<file path="src/rtl/triple_generator_pipe_if.sv">
// ---------------------------------------------------------------------------
// triple_generator_pipe_if
//
// Purpose:
//   Bundles the operand-side and result-side valid/ready handshakes of the
//   triple generator pipeline into one interface.
//
// Signals:
//   in_valid     operand pair valid                  (source -> generator)
//   in_ready     generator can accept this cycle     (generator -> source)
//   a, b         unsigned operands, WIDTH bits        (source -> generator)
//   out_valid    result triple valid                  (generator -> consumer)
//   out_ready    consumer accepts result this cycle   (consumer -> generator)
//   aa_minus_bb  scaled a*a minus scaled b*b          (generator -> consumer)
//   two_ab       scaled a*b doubled                   (generator -> consumer)
//   aa_plus_bb   scaled a*a plus scaled b*b           (generator -> consumer)
//   ovf          result out of range flag             (generator -> consumer)
//
// Modports:
//   master  the environment driving operands and consuming results
//   slave   the generator itself
// ---------------------------------------------------------------------------
interface triple_generator_pipe_if #(
    parameter int WIDTH = 32
);
    logic             in_valid;
    logic             in_ready;
    logic [WIDTH-1:0] a;
    logic [WIDTH-1:0] b;
    logic             out_valid;
    logic             out_ready;
    logic [WIDTH-1:0] aa_minus_bb;
    logic [WIDTH-1:0] two_ab;
    logic [WIDTH-1:0] aa_plus_bb;
    logic             ovf;

    modport master (
        output in_valid,
        output a,
        output b,
        output out_ready,
        input  in_ready,
        input  out_valid,
        input  aa_minus_bb,
        input  two_ab,
        input  aa_plus_bb,
        input  ovf
    );

    modport slave (
        input  in_valid,
        input  a,
        input  b,
        input  out_ready,
        output in_ready,
        output out_valid,
        output aa_minus_bb,
        output two_ab,
        output aa_plus_bb,
        output ovf
    );
endinterface

</file>
<file path="src/rtl/triple_generator_pipe.sv">
// ---------------------------------------------------------------------------
// triple_generator_pipe
//
// Purpose:
//   Three-stage pipelined generator of Pythagorean-style triples. From the
//   unsigned operands (a, b) it produces
//       aa_minus_bb = (a*a >> FRAC) - (b*b >> FRAC)
//       two_ab      = (a*b >> FRAC) << 1
//       aa_plus_bb  = (a*a >> FRAC) + (b*b >> FRAC)
//   at one result per cycle with valid/ready flow control on both sides.
//
//   Stage 1 registers the operands, stage 2 registers the scaled products,
//   stage 3 registers the finished triple. A single advance enable
//   (en = ~out_valid | out_ready) moves every stage together, so a stalled
//   output freezes the whole pipe and in_ready follows en combinationally.
//
// Parameters:
//   WIDTH  operand and result width, at least 4
//   FRAC   number of fraction bits removed from every product (0..WIDTH-1)
//
// Ports:
//   clk  clock, all state updates on the rising edge
//   rst  asynchronous active-high reset
//   bus  triple_generator_pipe_if.slave (operand and result handshakes)
//
// Build option:
//   TRIPLE_SATURATE_EN  when defined, each result is clamped (negative
//                       difference -> 0, over-range -> all ones) and ovf
//                       flags any clamp or product overflow. When undefined,
//                       results wrap modulo 2^WIDTH and ovf is held at 0.
//                       Latency and handshake are the same in both builds.
// ---------------------------------------------------------------------------
module triple_generator_pipe #(
    parameter int WIDTH = 32,
    parameter int FRAC  = 0
) (
    input  logic                    clk,
    input  logic                    rst,
    triple_generator_pipe_if.slave  bus
);

    localparam int PW = 2 * WIDTH;

    // Stage 2 storage width. The saturating build needs the full scaled
    // products to judge range; the wrapping build only ever uses the low
    // bits, and for a*b only the bits that survive the doubling shift.
`ifdef TRIPLE_SATURATE_EN
    localparam int SQ_W = PW;
    localparam int AB_W = PW;
`else
    localparam int SQ_W = WIDTH;
    localparam int AB_W = WIDTH - 1;
`endif

    // ---------------------------------------------------------------
    // Flow control
    // ---------------------------------------------------------------
    logic en;
    logic out_valid_q;

    assign en           = ~out_valid_q | bus.out_ready;
    assign bus.in_ready = en;
    assign bus.out_valid = out_valid_q;

    // ---------------------------------------------------------------
    // Stage 1: operand capture
    // ---------------------------------------------------------------
    logic             s1_valid;
    logic [WIDTH-1:0] s1_a;
    logic [WIDTH-1:0] s1_b;

    // Operand data only loads on a real transfer so bubbles leave the
    // previous operands in place; the valid bit alone marks a bubble.
    always_ff @(posedge clk or posedge rst) begin
        if (rst) begin
            s1_valid <= 1'b0;
            s1_a     <= '0;
            s1_b     <= '0;
        end else if (en) begin
            s1_valid <= bus.in_valid;
            if (bus.in_valid) begin
                s1_a <= bus.a;
                s1_b <= bus.b;
            end
        end
    end

    // ---------------------------------------------------------------
    // Stage 2: full-width products, fixed-point scaling
    // ---------------------------------------------------------------
    logic [PW-1:0]   prod_aa;
    logic [PW-1:0]   prod_bb;
    logic [PW-1:0]   prod_ab;
    logic [SQ_W-1:0] scaled_aa;
    logic [SQ_W-1:0] scaled_bb;
    logic [AB_W-1:0] scaled_ab;

    // Operands are zero-extended first so the multiply is done at the
    // full 2*WIDTH precision before the fraction bits are dropped.
    assign prod_aa = {{WIDTH{1'b0}}, s1_a} * {{WIDTH{1'b0}}, s1_a};
    assign prod_bb = {{WIDTH{1'b0}}, s1_b} * {{WIDTH{1'b0}}, s1_b};
    assign prod_ab = {{WIDTH{1'b0}}, s1_a} * {{WIDTH{1'b0}}, s1_b};

    assign scaled_aa = SQ_W'(prod_aa >> FRAC);
    assign scaled_bb = SQ_W'(prod_bb >> FRAC);
    assign scaled_ab = AB_W'(prod_ab >> FRAC);

    logic            s2_valid;
    logic [SQ_W-1:0] s2_aa;
    logic [SQ_W-1:0] s2_bb;
    logic [AB_W-1:0] s2_ab;

    always_ff @(posedge clk or posedge rst) begin
        if (rst) begin
            s2_valid <= 1'b0;
            s2_aa    <= '0;
            s2_bb    <= '0;
            s2_ab    <= '0;
        end else if (en) begin
            s2_valid <= s1_valid;
            if (s1_valid) begin
                s2_aa <= scaled_aa;
                s2_bb <= scaled_bb;
                s2_ab <= scaled_ab;
            end
        end
    end

    // ---------------------------------------------------------------
    // Stage 3: result arithmetic
    // ---------------------------------------------------------------
    logic [WIDTH-1:0] res_diff;
    logic [WIDTH-1:0] res_two;
    logic [WIDTH-1:0] res_sum;

`ifdef TRIPLE_SATURATE_EN
    logic [PW:0] diff_full;
    logic [PW:0] sum_full;
    logic        diff_neg;
    logic        diff_hi;
    logic        sum_hi;
    logic        aa_hi;
    logic        bb_hi;
    logic        ab_hi;
    logic        res_ovf;

    // Range decisions use the untruncated scaled products, so a product
    // that overflowed WIDTH still clamps to the correct end of the range.
    // ab_hi covers both an oversize product and the top bit that the
    // doubling would shift out.
    always_comb begin
        diff_full = {1'b0, s2_aa} - {1'b0, s2_bb};
        sum_full  = {1'b0, s2_aa} + {1'b0, s2_bb};
        diff_neg  = diff_full[PW];
        diff_hi   = |diff_full[PW-1:WIDTH];
        sum_hi    = |sum_full[PW:WIDTH];
        aa_hi     = |s2_aa[PW-1:WIDTH];
        bb_hi     = |s2_bb[PW-1:WIDTH];
        ab_hi     = |s2_ab[PW-1:WIDTH-1];

        if (diff_neg) begin
            res_diff = '0;
        end else if (diff_hi) begin
            res_diff = '1;
        end else begin
            res_diff = diff_full[WIDTH-1:0];
        end

        if (ab_hi) begin
            res_two = '1;
        end else begin
            res_two = {s2_ab[WIDTH-2:0], 1'b0};
        end

        if (sum_hi) begin
            res_sum = '1;
        end else begin
            res_sum = sum_full[WIDTH-1:0];
        end

        res_ovf = diff_neg | diff_hi | sum_hi | aa_hi | bb_hi | ab_hi;
    end
`else
    // Plain modulo-2^WIDTH arithmetic on the truncated products.
    always_comb begin
        res_diff = s2_aa - s2_bb;
        res_two  = {s2_ab, 1'b0};
        res_sum  = s2_aa + s2_bb;
    end
`endif

    // ---------------------------------------------------------------
    // Output registers
    // ---------------------------------------------------------------
    logic [WIDTH-1:0] aa_minus_bb_q;
    logic [WIDTH-1:0] two_ab_q;
    logic [WIDTH-1:0] aa_plus_bb_q;

    // Held whenever en is low, which keeps a presented result stable until
    // the consumer takes it.
    always_ff @(posedge clk or posedge rst) begin
        if (rst) begin
            out_valid_q   <= 1'b0;
            aa_minus_bb_q <= '0;
            two_ab_q      <= '0;
            aa_plus_bb_q  <= '0;
        end else if (en) begin
            out_valid_q <= s2_valid;
            if (s2_valid) begin
                aa_minus_bb_q <= res_diff;
                two_ab_q      <= res_two;
                aa_plus_bb_q  <= res_sum;
            end
        end
    end

    assign bus.aa_minus_bb = aa_minus_bb_q;
    assign bus.two_ab      = two_ab_q;
    assign bus.aa_plus_bb  = aa_plus_bb_q;

`ifdef TRIPLE_SATURATE_EN
    logic ovf_q;

    always_ff @(posedge clk or posedge rst) begin
        if (rst) begin
            ovf_q <= 1'b0;
        end else if (en && s2_valid) begin
            ovf_q <= res_ovf;
        end
    end

    assign bus.ovf = ovf_q;
`else
    assign bus.ovf = 1'b0;
`endif

endmodule

</file>
<file path="src/flat_wrapper.sv">
// flat-port wrapper written by rule: the top's interface ports become plain ports
module triple_generator_pipe_flat 
#(
    parameter int WIDTH = 32,
    parameter int FRAC  = 0
)
  (clk, rst, bus_in_valid, bus_a, bus_b, bus_out_ready, bus_in_ready, bus_out_valid, bus_aa_minus_bb, bus_two_ab, bus_aa_plus_bb, bus_ovf);
  triple_generator_pipe_if #(.WIDTH(WIDTH)) bus_i ();
  input  logic clk;
  input  logic rst;
  input wire logic [$bits(bus_i.in_valid)-1:0] bus_in_valid;
  input wire logic [$bits(bus_i.a)-1:0] bus_a;
  input wire logic [$bits(bus_i.b)-1:0] bus_b;
  input wire logic [$bits(bus_i.out_ready)-1:0] bus_out_ready;
  output wire logic [$bits(bus_i.in_ready)-1:0] bus_in_ready;
  output wire logic [$bits(bus_i.out_valid)-1:0] bus_out_valid;
  output wire logic [$bits(bus_i.aa_minus_bb)-1:0] bus_aa_minus_bb;
  output wire logic [$bits(bus_i.two_ab)-1:0] bus_two_ab;
  output wire logic [$bits(bus_i.aa_plus_bb)-1:0] bus_aa_plus_bb;
  output wire logic [$bits(bus_i.ovf)-1:0] bus_ovf;
  assign bus_i.in_valid = bus_in_valid;
  assign bus_i.a = bus_a;
  assign bus_i.b = bus_b;
  assign bus_i.out_ready = bus_out_ready;
  assign bus_in_ready = bus_i.in_ready;
  assign bus_out_valid = bus_i.out_valid;
  assign bus_aa_minus_bb = bus_i.aa_minus_bb;
  assign bus_two_ab = bus_i.two_ab;
  assign bus_aa_plus_bb = bus_i.aa_plus_bb;
  assign bus_ovf = bus_i.ovf;
  triple_generator_pipe #(.WIDTH(WIDTH), .FRAC(FRAC)) u_core (.clk(clk), .rst(rst), .bus(bus_i));
endmodule
</file>
<file path="config.mk">
export PLATFORM = sky130hd
export DESIGN_NAME = triple_generator_pipe_flat
export DESIGN_NICKNAME = d
export VERILOG_FILES = /design/src/rtl/triple_generator_pipe_if.sv /design/src/rtl/triple_generator_pipe.sv /design/src/flat_wrapper.sv
export SDC_FILE = /design/constraint.sdc
export NUM_CORES = 2
export LEC_CHECK = 0
export ABC_AREA = 1
export BUFFER_PORTS_ARGS = -buffer_cell sky130_fd_sc_hd__buf_2
export CAP_MARGIN = 20
export CORE_MARGIN = 8
export CORE_UTILIZATION = 30
export DETAILED_ROUTE_END_ITERATION = 10
export GPL_TIMING_DRIVEN = 0
export PLACE_DENSITY = 0.51
export SLEW_MARGIN = 10
export SYNTH_ARGS = -nofsm -noshare
export SYNTH_HDL_FRONTEND = slang
export SYNTH_SLANG_ARGS = --single-unit
</file>
<file path="constraint.sdc">
create_clock -name clk -period 20.5 [get_ports clk]
set_input_delay 4.1 -clock clk [delete_from_list [all_inputs] [get_ports clk]]
set_output_delay 4.1 -clock clk [all_outputs]
set_load 0.02 [all_outputs]
</file>
After elaboration in Yosys (flattened, before gate mapping). Cells that the tools add are included.

Bits in registers: 257. Input bits: 68. Output and inout bits: 99.

$add $sub $neg: 2. Multiply operators: 3. Bitwise logic cells: 2. Reductions and logical operators: 3.

Operators by type and width (count): $mul 32x32->32 (2); $add 32x32->32 (1); $mul 32x32->31 (1); $sub 32x32->32 (1); $reduce_and 2->1 (3); $not 1->1 (1); $or 1x1->1 (1).

Depth between registers and ports, before layout.
Word-level depth: 3. Mapped depth: 35. Depth with buffers taken out: 33.

Worst setup path after synthesis. No wires, ideal clock.

Kind: input to output. Start: in bus_out_ready. End: out bus_in_ready. Arrival: 4.398 ns. Data required time: 16.400 ns. Path slack: 12.002 ns. Stages on the path: 2. Path buffers: 0. Cell sequence: nor2_1 > inv_1.

Word-level cells in the longest chain between the ends: 1.

RTL lines: start, declared (RTL line flat_wrapper.sv:14) `input wire logic [$bits(bus_i.out_ready)-1:0] bus_out_ready;`; $or 1x1->1 (RTL line triple_generator_pipe.sv:61) `assign en = ~out_valid_q | bus.out_ready;`; end, declared (RTL line flat_wrapper.sv:15) `output wire logic [$bits(bus_i.in_ready)-1:0] bus_in_ready;`.

Every way passes these cells.

Worst setup path in the final report.
Start: reg u_core.s1_b[11]. End: reg u_core.s2_bb[24].

Word-level cells in the longest chain between the ends: 1.

RTL lines: start, declared (RTL line triple_generator_pipe.sv:70) `logic [WIDTH-1:0] s1_b;`; start signal, assigned (RTL line triple_generator_pipe.sv:83) `s1_b <= bus.b;`; $mul 32x32->32 (RTL line triple_generator_pipe.sv:101) `assign prod_bb = {{WIDTH{1'b0}}, s1_b} * {{WIDTH{1'b0}}, s1_b};`; end signal, assigned (RTL line triple_generator_pipe.sv:123) `s2_bb <= scaled_bb;`; end, declared (RTL line triple_generator_pipe.sv:110) `logic [SQ_W-1:0] s2_bb;`.

Every way passes these cells. A chain may end at the register's enable or synchronous reset.

==> impl_results.md <==
* Crit-path max cell delay at 910 ps
* DP Area at 61,150 µm²
* Critical Path Most Common Cell: fa_1
* Min-Delay Path Class: flip-flop to flip-flop
* Final period utilization at 0.4580
* Final Hold Fails at 0
* Max Freq at ~110 MHz
* CP bufs+invs at 7
* Initial Util at 0.3008
* P&R area growth vs syn at 9.540%
* Vias per cell at 4.693
* Crit-path leading delay family: adder cells
* Die area at ~200,000 µm²
* Total grt overflow at 0
* Vias in the first global route at 49,055
* Final Non-Filler Cells at 9,930
* Die Y at ~450 µm
* RSZ-0062 raised after global routing: no
* H-tree depth at 2
* Initial antenna violation count at 14
* Share of cells above drive strength 1 at 0.06410
* Root Buffer: clkbuf_16
* Slowest CP cell: clkbuf_1
* Port Buffers at 164
* Slew headroom at 0.1415
* Synth warn at 0
* Cts hold-fix bufs at 0
* Final count of negative-setup-slack endpoints at 0
* First-pass GRT wire length at ~330 mm
* Pin count of the biggest net entering global routing at 99
* CP Class: flip-flop to flip-flop
* Register area share after synthesis at 0.1116
* Netlist Area Pre-Place at 56,960 µm²
* Asr flop ratio synth at 1.000
* MaxCap Viol Count at 0
* Synthesis-stage register bit count at roughly 250
* Starting DRT DRC Count at 3,847
* Slew @ Worst Pin at 1288 ps
* CP max FO at 10
* Hold Path Stages at 2
* Chip width at 451.7 µm
* Setup crit start kind: flip-flop
* Final Max Slew Viols at 0
* CTS max path bufs at 3
* Post-DP HPWL at 186.2 mm
* Fin nets at between 8,000 and 9,000
* Status: complete, no violations
* Fin Setup TNS at 0 ps
* Post-route cell area at 62,390 µm²
* Clock skew at 59.81 ps
* Gate Count Post-Synth at 7,165
* Post-CTS setup buffers at 0
* Clk sink count at 254
* Top_reg_cell synth: dfrtp_1
* Total track usage at 0.2150
* Final ANT Viol Nets at 0
* RD Place Congestion at 0.9795
* Final min period at 9388 ps
* Post-synth cell types at 62
* Ports at 167
* TritonCTS clock tree: done
* Clock-pin slew on the worst setup and hold paths at 60 ps
* Syn avg cell area at between 7 and 8 µm²
* Core area at between 150,000 and 200,000 µm²
* Post-cts sizing count at 0
* WP data arrival at 9850 ps
* EDFF count, synth at 0
* # DRC at 0
* Worst EP required at about 21,000 ps
* Row count at 160
* Worst-skew pair later-pin latency at 640 ps
* R2R depth at 26
* Vias at 46,597
* DP Cell Count at 9,854
* Commonest non-fill, non-tap cell in the layout: inv_1
* Commonest cells after routing, fill and taps aside: inv_1, nand2_1, fa_1, ha_1, dfrtp_1
* CP Depth at 26
* Crit. End Element: flip-flop
* Pre-Repair DR Iteration Count at 6
* DRT Wirelength at about 220 mm
* Routed WL per cell at roughly 22 µm
* Num CTS Buffers at 36
[metal layers]
layer	track usage	routed length, µm
met3	0.04877	19520
met5	0	10
met4	0.1049	13780
met2	0.3294	94260
met1	0.2870	94010
[synthesized netlist by cell type, drive strengths merged, types with 3 or more instances]
cell | count | area share
or2 | 46 | 0.0051
nor4 | 9 | 0.0013
a211oi | 8 | 0.0011
o21bai | 27 | 0.0038
buf | 150 | 0.013
a21oi | 172 | 0.017
mux2 | 46 | 0.0091
xor2 | 57 | 0.0088
dfrtp | 254 | 0.11
ha | 439 | 0.096
nand2 | 1896 | 0.13
nand3b | 25 | 0.0033
inv | 1983 | 0.13
nand3 | 199 | 0.018
a221oi | 4 | 0.00061
o22ai | 4 | 0.00044
clkinv | 3 | 0.00020
o211ai | 3 | 0.00040
a31oi | 57 | 0.0063
a31o | 3 | 0.00046
nand4 | 32 | 0.0036
clkbuf | 148 | 0.0099
nor2 | 211 | 0.014
o21ai | 178 | 0.016
a21boi | 5 | 0.00079
nor3 | 29 | 0.0031
a21o | 11 | 0.0014
xnor2 | 39 | 0.0060
fa | 1109 | 0.39
o221ai | 4 | 0.00061
[logic make-up (layout without fill, tap and decap cells)]
group | after synthesis | after routing | synth area share
fa+ha+maj | 1548 | 1548 | 0.4862
simple gates | 2452 | 2452 | 0.1749
other cells | 1 | 11 | 0.00006584
mux | 46 | 46 | 0.009094
buf+inv | 2284 | 2528 | 0.1534
compound gates | 484 | 484 | 0.04997
xor+xnor | 96 | 96 | 0.01476
flops | 254 | 254 | 0.1116
[final cells by class]
class                   instances  area, µm²
well taps                    2511       3142
clock buffers                  46      988.4
inverters                    1986       7462
clock inverters                20      214.0
repair buffers                178       1045
plain buffers                 298       1294
fillers                     20266     127000
multi-input cells            4628      41870
diodes                          9      22.52
flip-flops and latches        254       6356
[state kept, by name, indices dropped and copies added, names as in the netlist]
register,cells
u_core.s2_valid,1
u_core.s1_a,32
u_core.s1_valid,1
u_core.bus.out_valid,1
u_core.bus.aa_minus_bb,31
u_core.bus.two_ab,31
u_core.s2_aa,31
u_core.s2_bb,31
u_core.s1_b,32
u_core.s2_ab,31
u_core.bus.aa_plus_bb,32
[worst register-to-register path: cells and delay by family, from the launching register on]
family	cells	cell delay (ps)
and+or+nand+nor	6	1110
buffers and inverters	7	2060
AOI/OAI and AO/OA	4	830
adders and majority gates	9	4470
DFF	1	760
[metrics by stage]
step / hold slack (ps) / util / setup WS (ps)
after global placement: 451.8 / 0.3217 / 5178
after global routing: 493.6 / 0.3294 / 10920
after floorplan: 431.7 / - / 9415
after CTS: 473.2 / 0.3293 / 11230
after detailed placement: 458.3 / 0.3229 / 11270
final: 467.6 / 0.3295 / 11110
[worst paths after layout]
check | slack [ps] | startpoint | to
max in group asynchronous | 15500 | rst | u_core.s1_a[20]
worst max register to register | 11110 | u_core.s1_b[11] | u_core.s2_bb[24]
min in group asynchronous | 3590 | rst | u_core.bus.two_ab[3]
worst max-delay path | 11110 | u_core.s1_b[11] | u_core.s2_bb[24]
worst min register to register | 470 | u_core.bus.two_ab[3] | u_core.bus.two_ab[3]
worst min-delay path | 470 | u_core.bus.two_ab[3] | u_core.bus.two_ab[3]
Power is not shown: default switching activity piles up to over one toggle a cycle in this logic, so the estimate is an artifact.
